**src/rtl/response_control.sv**
```systemverilog
// Receive side of the PSL command/response path: parity-checks response tags,
// routes each response to the requester that issued the tag, and tracks command credits.
module response_control #(
  parameter int TAG_WIDTH    = 8,
  parameter int CREDIT_WIDTH = 9,
  parameter int INIT_CREDITS = 64
) (
  input  logic                           clock,
  input  logic                           rstn,
  input  logic                           enabled,
  input  logic                           issue_valid,
  input  logic [TAG_WIDTH-1:0]           issue_tag,
  input  logic [1:0]                     issue_source,
  input  logic                           rsp_valid,
  input  logic [TAG_WIDTH-1:0]           rsp_tag,
  input  logic                           rsp_tag_parity,
  input  logic [7:0]                     rsp_code,
  input  logic signed [CREDIT_WIDTH-1:0] rsp_credits,
  output logic                           wed_rsp_valid,
  output logic                           read_rsp_valid,
  output logic                           write_rsp_valid,
  output logic                           restart_rsp_valid,
  output logic [TAG_WIDTH-1:0]           rsp_out_tag,
  output logic [7:0]                     rsp_out_code,
  output logic                           rsp_is_done,
  output logic                           rsp_is_retry,
  output logic [CREDIT_WIDTH-1:0]        credit_count,
  output logic                           credit_ok,
  output logic                           tag_parity_error,
  output logic                           tag_unknown_error,
  output logic                           tag_reuse_error,
  output logic                           credit_error,
  output logic                           response_error,
  output logic [7:0]                     error_code
);

  localparam int DEPTH = 1 << TAG_WIDTH;
  localparam int CW    = CREDIT_WIDTH + 2;
  localparam logic signed [CW-1:0] MAX_CREDITS = CW'(INIT_CREDITS);

  typedef enum logic [1:0] {
    SRC_WED     = 2'd0,
    SRC_READ    = 2'd1,
    SRC_WRITE   = 2'd2,
    SRC_RESTART = 2'd3
  } source_t;

  logic                           s1_valid;
  logic [TAG_WIDTH-1:0]           s1_tag;
  logic                           s1_parity;
  logic [7:0]                     s1_code;
  logic signed [CREDIT_WIDTH-1:0] s1_credits;

  logic [DEPTH-1:0] tab_valid;
  source_t          tab_src [DEPTH];

  logic                  issue_fire;
  logic                  parity_ok;
  logic                  route;
  source_t               route_src;
  logic                  code_done;
  logic                  code_retry;
  logic                  code_fatal;
  logic                  reuse_hit;
  logic signed [CW-1:0]  count_ext;
  logic signed [CW-1:0]  rsp_ext;
  logic signed [CW-1:0]  dec_ext;
  logic signed [CW-1:0]  credit_sum;
  logic                  credit_low;
  logic                  credit_high;
  logic [CREDIT_WIDTH-1:0] credit_next;
  logic                  credit_fault;

  // Stage 1: capture the raw response; new responses are ignored while disabled.
  always_ff @(posedge clock or negedge rstn) begin
    if (!rstn) begin
      s1_valid   <= 1'b0;
      s1_tag     <= '0;
      s1_parity  <= 1'b0;
      s1_code    <= '0;
      s1_credits <= '0;
    end else begin
      s1_valid   <= rsp_valid & enabled;
      s1_tag     <= rsp_tag;
      s1_parity  <= rsp_tag_parity;
      s1_code    <= rsp_code;
      s1_credits <= rsp_credits;
    end
  end

  assign issue_fire = issue_valid & enabled;
  assign parity_ok  = ^{s1_tag, s1_parity};
  assign route      = s1_valid & parity_ok & tab_valid[s1_tag];
  assign route_src  = tab_src[s1_tag];
  assign code_done  = (s1_code == 8'h00);
  assign code_retry = (s1_code == 8'h06) || (s1_code == 8'h0A);
  assign code_fatal = route & ~code_done & ~code_retry;
  // An entry being retired by this cycle's response is free, so reissuing it is legal.
  assign reuse_hit  = issue_fire & tab_valid[issue_tag] & ~(route & (s1_tag == issue_tag));

  assign count_ext   = signed'({2'b00, credit_count});
  assign rsp_ext     = s1_valid ? CW'(s1_credits) : '0;
  assign dec_ext     = {{(CW-1){1'b0}}, issue_fire};
  assign credit_sum  = count_ext - dec_ext + rsp_ext;
  assign credit_low  = credit_sum[CW-1];
  assign credit_high = credit_sum > MAX_CREDITS;
  assign credit_next = credit_low  ? '0 :
                       credit_high ? CREDIT_WIDTH'(INIT_CREDITS) :
                                     credit_sum[CREDIT_WIDTH-1:0];
  assign credit_fault = credit_low | credit_high | (issue_fire & (credit_count == '0));
  assign credit_ok    = |credit_count;

  // Issue write is ordered after the retire so a same-cycle reissue keeps the entry valid.
  always_ff @(posedge clock or negedge rstn) begin
    if (!rstn) begin
      tab_valid <= '0;
    end else begin
      if (route)      tab_valid[s1_tag]    <= 1'b0;
      if (issue_fire) tab_valid[issue_tag] <= 1'b1;
    end
  end

  always_ff @(posedge clock) begin
    if (issue_fire) tab_src[issue_tag] <= source_t'(issue_source);
  end

  // Stage 2: register routed pulses, credits and sticky error flags.
  always_ff @(posedge clock or negedge rstn) begin
    if (!rstn) begin
      wed_rsp_valid     <= 1'b0;
      read_rsp_valid    <= 1'b0;
      write_rsp_valid   <= 1'b0;
      restart_rsp_valid <= 1'b0;
      rsp_out_tag       <= '0;
      rsp_out_code      <= '0;
      rsp_is_done       <= 1'b0;
      rsp_is_retry      <= 1'b0;
      credit_count      <= CREDIT_WIDTH'(INIT_CREDITS);
      tag_parity_error  <= 1'b0;
      tag_unknown_error <= 1'b0;
      tag_reuse_error   <= 1'b0;
      credit_error      <= 1'b0;
      response_error    <= 1'b0;
      error_code        <= '0;
    end else begin
      wed_rsp_valid     <= route & (route_src == SRC_WED);
      read_rsp_valid    <= route & (route_src == SRC_READ);
      write_rsp_valid   <= route & (route_src == SRC_WRITE);
      restart_rsp_valid <= route & (route_src == SRC_RESTART);
      rsp_is_done       <= route & code_done;
      rsp_is_retry      <= route & code_retry;
      if (route) begin
        rsp_out_tag  <= s1_tag;
        rsp_out_code <= s1_code;
      end
      credit_count <= credit_next;
      if (s1_valid & ~parity_ok)                       tag_parity_error  <= 1'b1;
      if (s1_valid & parity_ok & ~tab_valid[s1_tag])   tag_unknown_error <= 1'b1;
      if (reuse_hit)                                   tag_reuse_error   <= 1'b1;
      if (credit_fault)                                credit_error      <= 1'b1;
      if (code_fatal) begin
        response_error <= 1'b1;
        if (!response_error) error_code <= s1_code;
      end
    end
  end

endmodule

```
**config.mk**
```make
export PLATFORM = sky130hd
export DESIGN_NAME = response_control
export DESIGN_NICKNAME = d
export VERILOG_FILES = /design/src/rtl/response_control.sv
export SDC_FILE = /design/constraint.sdc
export NUM_CORES = 1
export LEC_CHECK = 0
export CAP_MARGIN = 20
export CORE_MARGIN = 1.5
export CORE_UTILIZATION = 50
export CTS_CLUSTER_DIAMETER = 50
export CTS_CLUSTER_SIZE = 12
export DETAILED_ROUTE_END_ITERATION = 8
export PLACE_DENSITY = 0.72
export REMOVE_ABC_BUFFERS = 1
export SYNTH_ARGS = -nofsm -noshare
export SYNTH_HDL_FRONTEND = slang
export SYNTH_SLANG_ARGS = --single-unit
```
**constraint.sdc**
```tcl
create_clock -name clock -period 4.6 [get_ports clock]
set_clock_uncertainty 0.05 [all_clocks]
set_input_delay 0.92 -clock clock [delete_from_list [all_inputs] [get_ports clock]]
set_output_delay 0.92 -clock clock [all_outputs]
set_load 0.01 [all_outputs]
```
==> summary.txt <==
Clock tree
  • Clock Sinks: 839
  • CTS buffer count: 96
  • CTS HTree Levels: 3
  • TritonCTS clock tree: done
  • Clock tree root driver cell: clkbuf_16
  • Post_cts resized: 0
  • Clk_lat worst skew: 0.68 ns
  • Max clock buf depth: 3
  • Cts hold-fix bufs: 0
  • Clk slew on worst S/H paths: 0.06 ns
  • Setup Buffers After CTS: 0

Timing
  • Final period util: 89.4%
  • Final setup fails: 0
  • Slew HR: 13.2%
  • Fmax: 243 MHz
  • Slew Viols, Final: 0
  • PnR worst setup slack: 0.488 ns
  • Min Tclk post-route: 4.11 ns
  • RSZ-0062 raised after global routing: no
  • Worst Tran Pin Value: 1.30 ns
  • Fin. Hold Viols: 0

Critical path
  • CP Class: flop to flop
  • Top delay family on crit path: compound AO/OA/AOI/OAI gates
  • Crit path capture type: flop
  • Slowest stage delay, CP: 0.90 ns
  • Reg-to-Reg End: tab_valid[232]
  • R2r startpoint: s1_tag[0]
  • CP Cell Sequence: nor2_1 > buf_4 > a22oi_1 > nand3_1 > a41o_1 > a41oi_2 > buf_4 > nand4_1 > o21ai_0 > o21ai_0
  • Crit start category: flop
  • Data required, critical path: 5.07 ns
  • Max Fanout on Critical Path: 32
  • Flop2flop setup slack: 0.49 ns
  • Cells on worst reg2reg path: 10
  • WP buf/inv: 2
  • Worst endpoint data arrival time: 4.58 ns
  • Worst path slowest cell: dfrtp_4

Yosys
  • Seq/Total Area, Yosys: 62.0%
  • Library cells used by synthesis: 73
  • Mean Syn Cell Area: 14.0 µm²
  • Mapped Area: 38,000 µm²
  • Ys async rst share: 39.0%
  • Yosys warns: 0
  • Prevailing post-synth register cell: edfxtp_1
  • Post-Synthesis Cells: 2,706
  • Post-synth EDFFs: 512
  • Flops & latches, synth: 839

Pwr
  • Clk pwr share: 42.8%
  • Static Leak: 14.1 nW
  • Power Internal: 13.4 mW
  • Power per standard cell area: 406 nW/µm²
  • Sw Pwr: 4.24 mW
  • Sequential Power Share: 47.7%
  • Worst VDD drop: 363 µV
  • Sw frac: 24.1%
  • Combinational Power Share: 9.5%
  • Final Total Pwr: 17.6 mW

Die
  • Die width: 279 µm
  • DIE AREA: 77,600 µm²
  • Top Ports: 86
  • Die height: 279 µm
  • Row count: 100
  • Core Box Area: 74,800 µm²
  • Initial Utilization: 50.7%

Drt
  • Post-Route WL: 116 mm
  • Antenna-violating nets left: 0
  • DRC: 0
  • Vias: 26.3k
  • Drt pass-1 iters: 6
  • Via density per instance: 6.87
  • DR iter-0 viols: 3,870
  • WL/cell: 30.2 µm

Global route
  • Total GRT Usage: 30.0%
  • Largest net degree at the start of global routing: 141
  • GRT overflow: 0
  • Antenna violations before repair: 3
  • Global-route wire length before repair: 172 mm
  • Vias in the first global route: 26.7k

Status
  • Status: finished clean

Placed design
  • IO Port Bufs: 85
  • Dpl hpwl: 70.2 mm
  • Dpl ws: -0.00164 ns
  • Placer congestion estimate: 1.02

Finish
  • Share of cells above drive strength 1: 19.7%
  • Area growth syn-to-layout: 14.2%
  • NumNets Final: 2,837
  • Filler cells: 5,751
  • Commonest non-fill, non-tap cells in the layout: 531 x o21ai_0, 512 x edfxtp_1, 322 x dfrtp_1
  • End-of-flow core utilization: 58.0%
  • Most common cell after layout, fill and taps aside: o21ai_0

Min path
  • HP Class: input pin to asynchronous set/reset pin

Job
  • Max Cap Viol: 0
==> power by group through the flow <==
stage	clock [mW]	combinational [mW]	sequential, mW
3_5_place_dp	0	1.65	8.52
4_1_cts	7.58	1.66	8.38
3_3_place_gp	0	1.63	8.51
5_1_grt	7.86	1.78	8.40
6_report	7.53	1.68	8.38
2_1_floorplan	0	0.756	8.59
==> through the flow <==
stage | TNS [ns] | cell area, µm² | instances | hold slack [ns]
final | 0 | 43400 | 3824 | 0.296
after floorplan | -1412.40 | 36800 | 2464 | 0.434
after global placement | 0 | 40300 | 3654 | 0.411
after global routing | 0 | 43400 | 3822 | 0.357
after CTS | 0 | 43400 | 3822 | 0.318
after detailed placement | -0.00164 | 40300 | 3654 | 0.418
==> cells by family (layout without fill, tap and decap cells) <==
group | count (synthesis) | after routing | share of synthesized area [%]
buffers and inverters | 254 | 400 | 3.12
multiplexers | 343 | 343 | 17.1
adder cells (fa/ha/maj) | 13 | 13 | 0.448
flip-flops | 839 | 839 | 62.0
AO/OA/AOI/OAI | 701 | 701 | 10.3
other | 1 | 4 | 0.00988
XOR/XNOR | 28 | 28 | 0.682
AND/OR/NAND/NOR | 527 | 527 | 6.20
==> final cells by class <==
| cell class | instances | area [µm²] | share of cell area, % |
|---|---|---|---|
| timing repair buffer | 221 | 2150 | 4.96 |
| antenna | 2 | 5.00 | 0.0115 |
| clock buffer | 132 | 2730 | 6.28 |
| sequential | 839 | 23600 | 54.3 |
| clock inverter | 36 | 383 | 0.883 |
| inverter | 11 | 41.3 | 0.0952 |
| tap | 969 | 1210 | 2.80 |
| multi-input combinational | 1614 | 13300 | 30.6 |
==> state kept, by name, summed over array words and instances (netlist names), 8 cells and up <==
| register | flops |
|---|---|
| tab_valid | 256 |
| error_code | 8 |
| tab_src | 512 |
| s1_tag | 8 |
| rsp_out_tag | 8 |
| s1_credits | 9 |
| rsp_out_code | 8 |
| credit_count | 9 |
| s1_code | 8 |
==> metal layers <==
| metal | vias up | global-route usage (%) | routed length, µm |
|---|---|---|---|
| met5 | - | 0 | 54 |
| met4 | 2 | 16.8 | 7390 |
| met3 | 470 | 7.77 | 14300 |
| met2 | 1961 | 45.2 | 51800 |
| met1 | 13267 | 40.0 | 42000 |
| li1 | 10554 | - | - |
==> worst max path at each step <==
| stage | start | endpoint | slack [ns] | cells past startpoint |
|---|---|---|---|---|
| finish | s1_tag[0] | tab_valid[232] | 0.49 | 10 |
| global route | s1_tag[0] | read_rsp_valid | 0.20 | 10 |
| CTS | s1_tag[0] | read_rsp_valid | 0.54 | 10 |
| detailed placement | enabled | credit_count[1] | -0.002 | 16 |
| global placement | enabled | credit_count[2] | 0.07 | 16 |
| floorplan | s1_tag[0] | error_code[0] | -5.33 | 8 |
==> synthesized netlist by cell type, drive strengths merged, types with 4 or more instances <==
cell / instances / area (µm²)
o21ai: 531 / 2660
edfxtp: 512 / 15400
dfrtp: 326 / 8160
nor2: 297 / 1110
mux4: 240 / 5450
clkbuf: 172 / 646
mux2i: 80 / 801
nand2: 75 / 282
buf: 71 / 499
a22oi: 53 / 412
nand3: 39 / 195
a21oi: 32 / 160
mux2: 23 / 259
and2: 21 / 131
a22o: 19 / 166
nor2b: 19 / 119
nand4: 15 / 93.8
xor2: 14 / 123
nor3: 13 / 76.3
xnor2: 13 / 114
ha: 12 / 150
inv: 11 / 41.3
a31oi: 10 / 62.6
nand2b: 10 / 62.6
a221oi: 8 / 70.1
and3: 8 / 50.1
a211oi: 7 / 52.6
o22ai: 5 / 31.3
a2111oi: 4 / 35.0
a32oi: 4 / 35.0
and3b: 4 / 35.0
nor3b: 4 / 30.0
nor4: 4 / 25.0
o21bai: 4 / 30.0
or3: 4 / 25.0
or4: 4 / 30.0
(Power assumes the default switching activity.)
